$ cat config.mk
export PLATFORM = sky130hd
export DESIGN_NAME = write_rows
export DESIGN_NICKNAME = d
export VERILOG_FILES = /design/src/rtl/write_rows_pkg.sv /design/src/rtl/write_rows_mul_48_seq.sv /design/src/rtl/write_rows.sv
export SDC_FILE = /design/constraint.sdc
export NUM_CORES = 2
export LEC_CHECK = 0
export BUFFER_PORTS_ARGS = -buffer_cell sky130_fd_sc_hd__buf_2
export CORE_ASPECT_RATIO = 0.75
export CORE_MARGIN = 4
export CORE_UTILIZATION = 45
export CTS_BUF_LIST = sky130_fd_sc_hd__clkbuf_16
export DETAILED_ROUTE_END_ITERATION = 10
export GPL_TIMING_DRIVEN = 0
export PLACE_DENSITY_LB_ADDON = 0.25
export REMOVE_ABC_BUFFERS = 1
export SLEW_MARGIN = 25
export SYNTH_ARGS = -nofsm -noshare
export SYNTH_HDL_FRONTEND = slang
export SYNTH_HIERARCHICAL = 1
export SYNTH_SLANG_ARGS = --single-unit
$ cat constraint.sdc
create_clock -name clk -period 6.35 [get_ports clk]
set_input_delay 0.635 -clock clk [delete_from_list [all_inputs] [get_ports clk]]
set_output_delay 0.635 -clock clk [all_outputs]
set_load 0.03 [all_outputs]
$ cat src/rtl/write_rows_pkg.sv
// Shared constants and state encodings for the row writer and its multiplier.
package write_rows_pkg;

    localparam int ADDR_W     = 48;
    localparam int WORD_SHIFT = 3;
    localparam int MUL_CYCLES = 48;

    // Top-level sequencing of the writer.
    typedef enum logic [1:0] {
        INIT_MUL = 2'd0,
        RUN      = 2'd1,
        DRAIN    = 2'd2,
        DONE     = 2'd3
    } state_t;

    // Sub-steps of INIT_MUL: kick off the start-offset product, wait for it,
    // then wait for the stride product that is started back-to-back.
    typedef enum logic [1:0] {
        PH_KICK        = 2'd0,
        PH_WAIT_OFF    = 2'd1,
        PH_WAIT_STRIDE = 2'd2
    } mul_phase_t;

    // Memory requests are word addressed; the low bits of a byte address are dropped.
    function automatic logic [ADDR_W-1:0] word_addr(input logic [ADDR_W-1:0] byte_addr);
        return byte_addr >> WORD_SHIFT;
    endfunction

endpackage

$ cat src/rtl/write_rows_mul_48_seq.sv
// Shift-add 48x48 multiplier returning the product truncated to 48 bits.
// A start pulse loads the operands; busy_out stays high for 48 cycles and the
// product on p_out is valid from the cycle busy_out falls until the next start.
module mul_48_seq
    import write_rows_pkg::*;
(
    input  logic              clk,
    input  logic              rst,
    input  logic              start_in,
    input  logic [ADDR_W-1:0] a_in,
    input  logic [ADDR_W-1:0] b_in,
    output logic              busy_out,
    output logic [ADDR_W-1:0] p_out
);

    logic [ADDR_W-1:0] mcand;
    logic [ADDR_W-1:0] mplier;
    logic [ADDR_W-1:0] acc;
    logic [5:0]        count;

    // One multiplier bit per cycle: add the shifted multiplicand when the
    // current multiplier LSB is set; bits shifted past bit 47 are discarded.
    always_ff @(posedge clk or posedge rst) begin
        if (rst) begin
            mcand    <= '0;
            mplier   <= '0;
            acc      <= '0;
            count    <= '0;
            busy_out <= 1'b0;
        end else if (start_in) begin
            mcand    <= a_in;
            mplier   <= b_in;
            acc      <= '0;
            count    <= 6'(MUL_CYCLES);
            busy_out <= 1'b1;
        end else if (busy_out) begin
            if (mplier[0]) begin
                acc <= acc + mcand;
            end
            mcand  <= mcand << 1;
            mplier <= mplier >> 1;
            count  <= count - 6'd1;
            if (count == 6'd1) begin
                busy_out <= 1'b0;
            end
        end
    end

    assign p_out = acc;

endmodule

$ cat src/rtl/write_rows.sv
// Row writer: pops 64-bit values from an FWFT FIFO and writes one value per
// selected row (start, start+skip, ... below num_rows) to memory, then raises
// done once every issued write has been acknowledged.
module write_rows
    import write_rows_pkg::*;
#(
    parameter int OUTSTANDING_W = 16,
    parameter int ADDR_W        = 48
) (
    input  logic              clk,
    input  logic              rst,
    output logic              done,
    input  logic [63:0]       num_rows_in,
    input  logic [63:0]       rows_size_in,
    input  logic [63:0]       row_start_in,
    input  logic [63:0]       row_skip_in,
    input  logic [ADDR_W-1:0] base_addr_in,
    input  logic              input_empty_in,
    output logic              input_read_en_out,
    input  logic [63:0]       input_value_in,
    input  logic              row_wq_stall_in,
    output logic              row_wq_vld_out,
    output logic [ADDR_W-1:0] row_wq_vadr_out,
    output logic [63:0]       row_wq_data_out,
    input  logic              row_ws_vld_in
);

    state_t                   state;
    state_t                   state_next;
    mul_phase_t               mul_phase;

    logic                     mul_start;
    logic                     mul_busy;
    logic [47:0]              mul_a;
    logic [47:0]              mul_p;
    logic                     off_ready;
    logic                     stride_ready;

    logic [ADDR_W-1:0]        start_off;
    logic [ADDR_W-1:0]        stride;
    logic [ADDR_W-1:0]        byte_addr;
    logic [63:0]              row_idx;
    logic [64:0]              row_sum;
    logic                     last_row;

    logic [OUTSTANDING_W-1:0] outstanding;
    logic                     out_full;
    logic                     ack_ok;
    logic                     issue;

    logic                     unused_size_hi;

    // Row size is only meaningful over the address width.
    assign unused_size_hi = ^rows_size_in[63:48];

    // One multiplier is shared between the start-offset and stride products.
    mul_48_seq u_mul (
        .clk      (clk),
        .rst      (rst),
        .start_in (mul_start),
        .a_in     (mul_a),
        .b_in     (rows_size_in[47:0]),
        .busy_out (mul_busy),
        .p_out    (mul_p)
    );

    assign off_ready    = (state == INIT_MUL) && (mul_phase == PH_WAIT_OFF) && !mul_busy;
    assign stride_ready = (state == INIT_MUL) && (mul_phase == PH_WAIT_STRIDE) && !mul_busy;

    // 65-bit sum so a row index that overflows 64 bits also ends the stream.
    assign row_sum  = {1'b0, row_idx} + {1'b0, row_skip_in};
    assign last_row = (row_sum >= {1'b0, num_rows_in});

    assign out_full = (outstanding == {OUTSTANDING_W{1'b1}});
    assign ack_ok   = row_ws_vld_in && (outstanding != '0);

    assign row_wq_vadr_out = word_addr(byte_addr);
    assign row_wq_data_out = input_value_in;

    // State register.
    always_ff @(posedge clk or posedge rst) begin
        if (rst) begin
            state <= INIT_MUL;
        end else begin
            state <= state_next;
        end
    end

    // Next-state decision for the writer sequence.
    always_comb begin
        state_next = state;
        case (state)
            INIT_MUL: begin
                if (stride_ready) begin
                    state_next = (row_start_in < num_rows_in) ? RUN : DRAIN;
                end
            end
            RUN: begin
                if (issue && last_row) begin
                    state_next = DRAIN;
                end
            end
            DRAIN: begin
                if ((outstanding == '0) && !row_ws_vld_in) begin
                    state_next = DONE;
                end
            end
            DONE: begin
                state_next = DONE;
            end
            default: begin
                state_next = INIT_MUL;
            end
        endcase
    end

    // Same-cycle issue decision and multiplier kick-off for the current state.
    always_comb begin
        issue             = 1'b0;
        mul_start         = 1'b0;
        mul_a             = row_skip_in[47:0];
        if (state == RUN) begin
            issue = !input_empty_in && !row_wq_stall_in && !out_full;
        end
        if (state == INIT_MUL) begin
            if (mul_phase == PH_KICK) begin
                mul_start = 1'b1;
                mul_a     = row_start_in[47:0];
            end else if (off_ready) begin
                mul_start = 1'b1;
            end
        end
        row_wq_vld_out    = issue;
        input_read_en_out = issue;
    end

    // Address/row datapath: captures both products, then advances per write.
    always_ff @(posedge clk or posedge rst) begin
        if (rst) begin
            mul_phase <= PH_KICK;
            start_off <= '0;
            stride    <= '0;
            byte_addr <= '0;
            row_idx   <= '0;
        end else begin
            case (state)
                INIT_MUL: begin
                    case (mul_phase)
                        PH_KICK: begin
                            mul_phase <= PH_WAIT_OFF;
                        end
                        PH_WAIT_OFF: begin
                            if (!mul_busy) begin
                                start_off <= mul_p;
                                mul_phase <= PH_WAIT_STRIDE;
                            end
                        end
                        PH_WAIT_STRIDE: begin
                            if (!mul_busy) begin
                                stride    <= mul_p;
                                byte_addr <= base_addr_in + start_off;
                                row_idx   <= row_start_in;
                            end
                        end
                        default: begin
                            mul_phase <= PH_KICK;
                        end
                    endcase
                end
                RUN: begin
                    if (issue) begin
                        byte_addr <= byte_addr + stride;
                        row_idx   <= row_idx + row_skip_in;
                    end
                end
                default: begin
                end
            endcase
        end
    end

    // Outstanding-write count; completions with nothing outstanding are ignored.
    always_ff @(posedge clk or posedge rst) begin
        if (rst) begin
            outstanding <= '0;
        end else begin
            case ({issue, ack_ok})
                2'b10:   outstanding <= outstanding + OUTSTANDING_W'(1);
                2'b01:   outstanding <= outstanding - OUTSTANDING_W'(1);
                default: outstanding <= outstanding;
            endcase
        end
    end

    // Registered, sticky done flag that follows entry into DONE.
    always_ff @(posedge clk or posedge rst) begin
        if (rst) begin
            done <= 1'b0;
        end else begin
            done <= (state_next == DONE);
        end
    end

endmodule

Yosys cells after proc, flatten, opt, wreduce, memory -nomap -nowiden
Index checks and enable logic that the tools add are counted.

storage, ports and cells
  input port bits = 373
  logic and storage cells = 100
  output and inout port bits = 115
  register bits = 380

operators by class
  bitwise operators = 2
  $add $sub $neg = 8
  order comparisons = 2
  reductions and logical operators = 27
  eq/ne operators = 14
  mux-type cells = 34

operators by type and width
  kind                   number
  $mux 48                12
  $mux 64                3
  $add 48x48->48         3
  $pmux 64 s2            1
  $pmux 48 s2            1
  $add 64x64->65         1
  $ge 65x64->1           1
  $add 64x64->64         1
  $lt 64x64->1           1
  $pmux 16 s2            1
  $add 16x1->16 const B  1
  $eq 16x16->1 const B   1
  $logic_not 16->1       1
  $reduce_bool 16->1     1
  $sub 16x1->16 const B  1
  $mux 6                 2
  $eq 2x2->1 const B     5
  $mux 2                 5
  $logic_and 1x1->1      9
  $reduce_and 3->1       3
  $pmux 2 s4             1
  $reduce_bool 2->1      4
  $mux 1                 7
  $eq 2x1->1 const B     3
  other kinds (10)       18

Depth between registers and ports, before layout
  word-level depth = 8
  depth in mapped cells = 25
  depth with buffers taken out = 25

Hierarchy
The synthesis kept the hierarchy.

modules (own cells, without submodules)
  module      area each (µm²)  instances  cells an instance  sequential area each (µm²)
  write_rows  23,022.1         1          2,850              5,730.5
  mul_48_seq  9,216.3          1          1,049              3,778.6

Worst setup path after synthesis
Ideal clock, no wire load.

  path type = input-to-reg
  start point = input row_skip_in[0]
  end point = register state[1]
  required time = 6.224 ns
  stages = 24
  path buffers = 0
  data arrival time = 5.009 ns
  path slack = 1.215 ns
  setup time = 0.126 ns
  cells stage by stage = ha_1 > inv_1 > fa_1 > nand2b_1 > a21oi_2 > o211ai_1 > o31ai_2 > o21a_1 > nor2_1 > o41a_1 > o21ai_2 > a21boi_1 > xnor2_1 > ha_1 > a21o_1 > a21o_1 > a21oi_1 > o21ai_0 > a211oi_1 > nor3_1 > a2111oi_0 > or3_1 > o211ai_1 > a221o_1

on the way
  word-level cells in the longest chain between the ends = 5

ends and longest elaborated chain
  element                 RTL line          text
  start: declaration      write_rows.sv:16  input logic [63:0] row_skip_in,
  $add 64x64->65          write_rows.sv:71  assign row_sum = {1'b0, row_idx} + {1'b0, row_skip_in};
  $ge 65x64->1            write_rows.sv:72  assign last_row = (row_sum >= {1'b0, num_rows_in});
  $logic_and 1x1->1       write_rows.sv:99  if (issue && last_row) begin
  $mux 2                  write_rows.sv:99
  $pmux 2 s4              write_rows.sv:92  case (state)
  via state_next[1]       write_rows.sv:29  state_t state_next;
  end signal: assignment  write_rows.sv:85  state <= state_next;
  end: declaration        write_rows.sv:28  state_t state;

The timed path passes the listed nets, and every way through them passes these cells.
A chain may end at the register's enable or synchronous reset.

Worst setup path in the final report
  start point = register row_idx[0]
  end point = register state[0]

on the way
  word-level cells in the longest chain between the ends = 5

ends and longest elaborated chain
  element                   RTL line           text
  start: declaration        write_rows.sv:42   logic [63:0] row_idx;
  start signal: assignment  write_rows.sv:162  row_idx <= row_start_in;
  start signal: assignment  write_rows.sv:173  row_idx <= row_idx + row_skip_in;
  $add 64x64->65            write_rows.sv:71
  $ge 65x64->1              write_rows.sv:72
  $logic_and 1x1->1         write_rows.sv:99
  $mux 2                    write_rows.sv:99
  $pmux 2 s4                write_rows.sv:92
  via state_next[0]         write_rows.sv:29

The timed path passes the listed nets, and every way through them passes these cells.

==> results.tsv <==
metric	value	unit
max_clock_freq	165	MHz
grt.overflow.total	0	
route.detailed.drc	0	
synth-async-reset-ratio	100	%
drive_above_1_share	14.7	%
fin_nets	4763	
crit_type	flip-flop to flip-flop	
area_growth	11.4	%
critPathMaxFanout	4	
fin_setup_tns	0	ps
max_cap_viol_count	0	
ctsRootBufferMaster	clkbuf_16	
cts_buffers	45	
gp_congestion	0.918	
hpwl	80.8	mm
htree_levels	2	
track_usage	26.4	%
core	70500	µm²
cts_resized	1	
hold_violations	0	
rsz0062_at_grt	no	
postCtsSetupBuffers	0	
grtUsageMet3	6.78	%
pin_count	488	
die-area	76000	µm²
synth_ff_type	dfrtp_1	
synthTopCellsByArea	dfrtp_1 (29%), ha_1 (14%), nand2_1 (6.8%)	
io_buffers	340	
grt.busiest_layer	met1	
synth_top_area_share	29.5	%
cp-end-kind	flip-flop	
chipWidth	317	µm
cts_tree	yes	
clock_latency	590	ps
viasPerCell	5.69	
hold_buffers	0	
avgSynthCellArea	8.27	µm²
outcome	finished, final reports clean	
setup_viol	0	
grt_pass1_vias	27100	
ff2ff_setup_slack	290	ps
cts_buffer_depth	3	
syn-cell-area	32200	µm²
antenna_left	0	
period_share	95.4	%
start_util	45.7	%
seq_area_frac_synth	29.5	%
p_per_area	500	nW/µm²
slew_violations	0	
ys_types	94	
critPathLaunchType	flip-flop	
timing.rr.end	state[0]	
fin_crit	6060	ps
fin_hold_ws	84.0	ps
r2r_start	row_idx[0]	
drtIter0Drc	2317	
yosys-top-cells-count	nand2_1 (584), dfrtp_1 (380), a21oi_1 (365)	
syn_inst	3899	
met2_usage	36.9	%
cp.required	6790	ps
skew	27.8	ps
max_slew_margin	37.9	%
ys_warn_count	6	
cts_sinks	380	
routed_wl	103	mm
antenna_found_initial	18	
grt_max_degree	83	
drtPass1Iterations	5	
die_h	240	µm
use_met1	39.5	%
leakage	17.7	nW
yosys_register_bits	380	
vias	28600	
num-fill-cells	6790	
crit_arrival	6500	ps
clk_pin_slew	70	ps
grt_pass1_wl	158	mm
hp-class	input port to asynchronous set/reset pin	
total_power	0.0180	W
worstRegToRegCells	24	
tightest_slew	930	ps
row_count	84	
yosysTopAreaCell	dfrtp_1	
wire_per_inst	20.4	µm
synth.most_common_cell	nand2_1	
vdd_drop_max	0.269	mV
synth-edff-count	0	
==> cell type report <==
cell class | instances | area (µm²) | area share [%]
antenna | 14 | 35.0 | 0.0975
clock buffer | 46 | 1150 | 3.20
clock inverter | 36 | 350 | 0.975
inverter | 143 | 552 | 1.54
multi-input combinational | 3093 | 20800 | 57.9
sequential | 380 | 9510 | 26.5
tap | 946 | 1180 | 3.29
timing repair buffer | 373 | 2350 | 6.54
==> kinds of logic after synthesis <==
family | count (synthesis) | share of synthesized area (%)
AOI/OAI and AO/OA | 1145 | 21.9
xor gates and xnor gates | 185 | 5.03
adders and majority gates | 354 | 13.9
buffers and inverters | 428 | 6.38
DFF | 380 | 29.5
muxes | 203 | 6.68
other | 1 | 0.0116
and+or+nand+nor | 1203 | 16.6
==> routing by layer <==
metal | wire (µm) | up-vias
li1 | - | 14200
met1 | 50000 | 13300
met2 | 41200 | 930
met3 | 8340 | 160
met4 | 2800 | 12
met5 | 311 | -
==> registers in the layout (all words and copies together), names as in the netlist, 16 cells and up <==
register / count
byte_addr: 48
outstanding: 16
row_idx: 64
start_off: 48
stride: 48
u_mul/mcand: 48
u_mul/mplier: 48
u_mul/p_out: 48
==> worst max-delay path, cell delays in order, from the launching register on <==
cell	delay [ps]
dfrtp_1	360
ha_1	220
inv_1	70
fa_1	420
nand2b_1	200
a21oi_2	150
o211ai_1	180
o31ai_4	400
o311ai_1	190
o221ai_1	380
o211ai_1	260
and2b_1	250
o21ai_1	170
xor2_1	110
ha_1	310
nand4_1	130
or2_1	330
nor4_4	400
a21oi_1	120
a31oi_1	390
a2111oi_2	110
or3_1	330
o211ai_1	160
nand2_1	100
o2bb2ai_1	160
==> where the power goes <==
group	leakage [nW]	total (W)	switching, W	internal [W]
clock network	0.756	0.00271	0.00114	0.00156
registers	4.74	0.00440	0.000950	0.00345
logic	12.2	0.0108	0.00639	0.00445
total	17.7	0.0180	0.00849	0.00946
==> how the worst max path moves through the flow <==
stage	from	end	slack (ps)	depth (start not counted)
after floorplan	mul_phase[0]	u_mul/p_out[27]	-4660	7
after global placement	state[0]	u_mul/p_out[43]	-11460	7
after detailed placement	row_skip_in[0]	state[0]	-400	25
after CTS	row_idx[0]	state[1]	0.2	24
after global routing	row_idx[0]	state[0]	3	24
final	row_idx[0]	state[0]	290	24
==> through the flow <==
step / cell area (µm²) / instances / worst slack (ps) / utilization (%)
final: 35900 / 5031 / 293 / 50.9
after global routing: 35900 / 5027 / 3.13 / 50.9
after CTS: 35900 / 5017 / 0.194 / 50.9
after detailed placement: 34400 / 4935 / -404 / 48.7
after global placement: 33600 / 4902 / -11460 / 47.7
after floorplan: 30700 / 3616 / -4660 / -
==> cell usage in the layout (no fill, tap or decap), drive strengths merged, types with 52 or more instances in the layout <==
cell / instances
a21oi: 372
dfrtp: 380
xor2: 71
nand2: 585
ha: 349
a31oi: 60
o21ai: 318
inv: 155
buf: 373
mux2: 98
a21o: 122
nand3: 60
nor2: 252
mux2i: 105
nor3: 52
nand4: 80
xnor2: 114
Note: power is estimated with default switching activity, not from simulation.
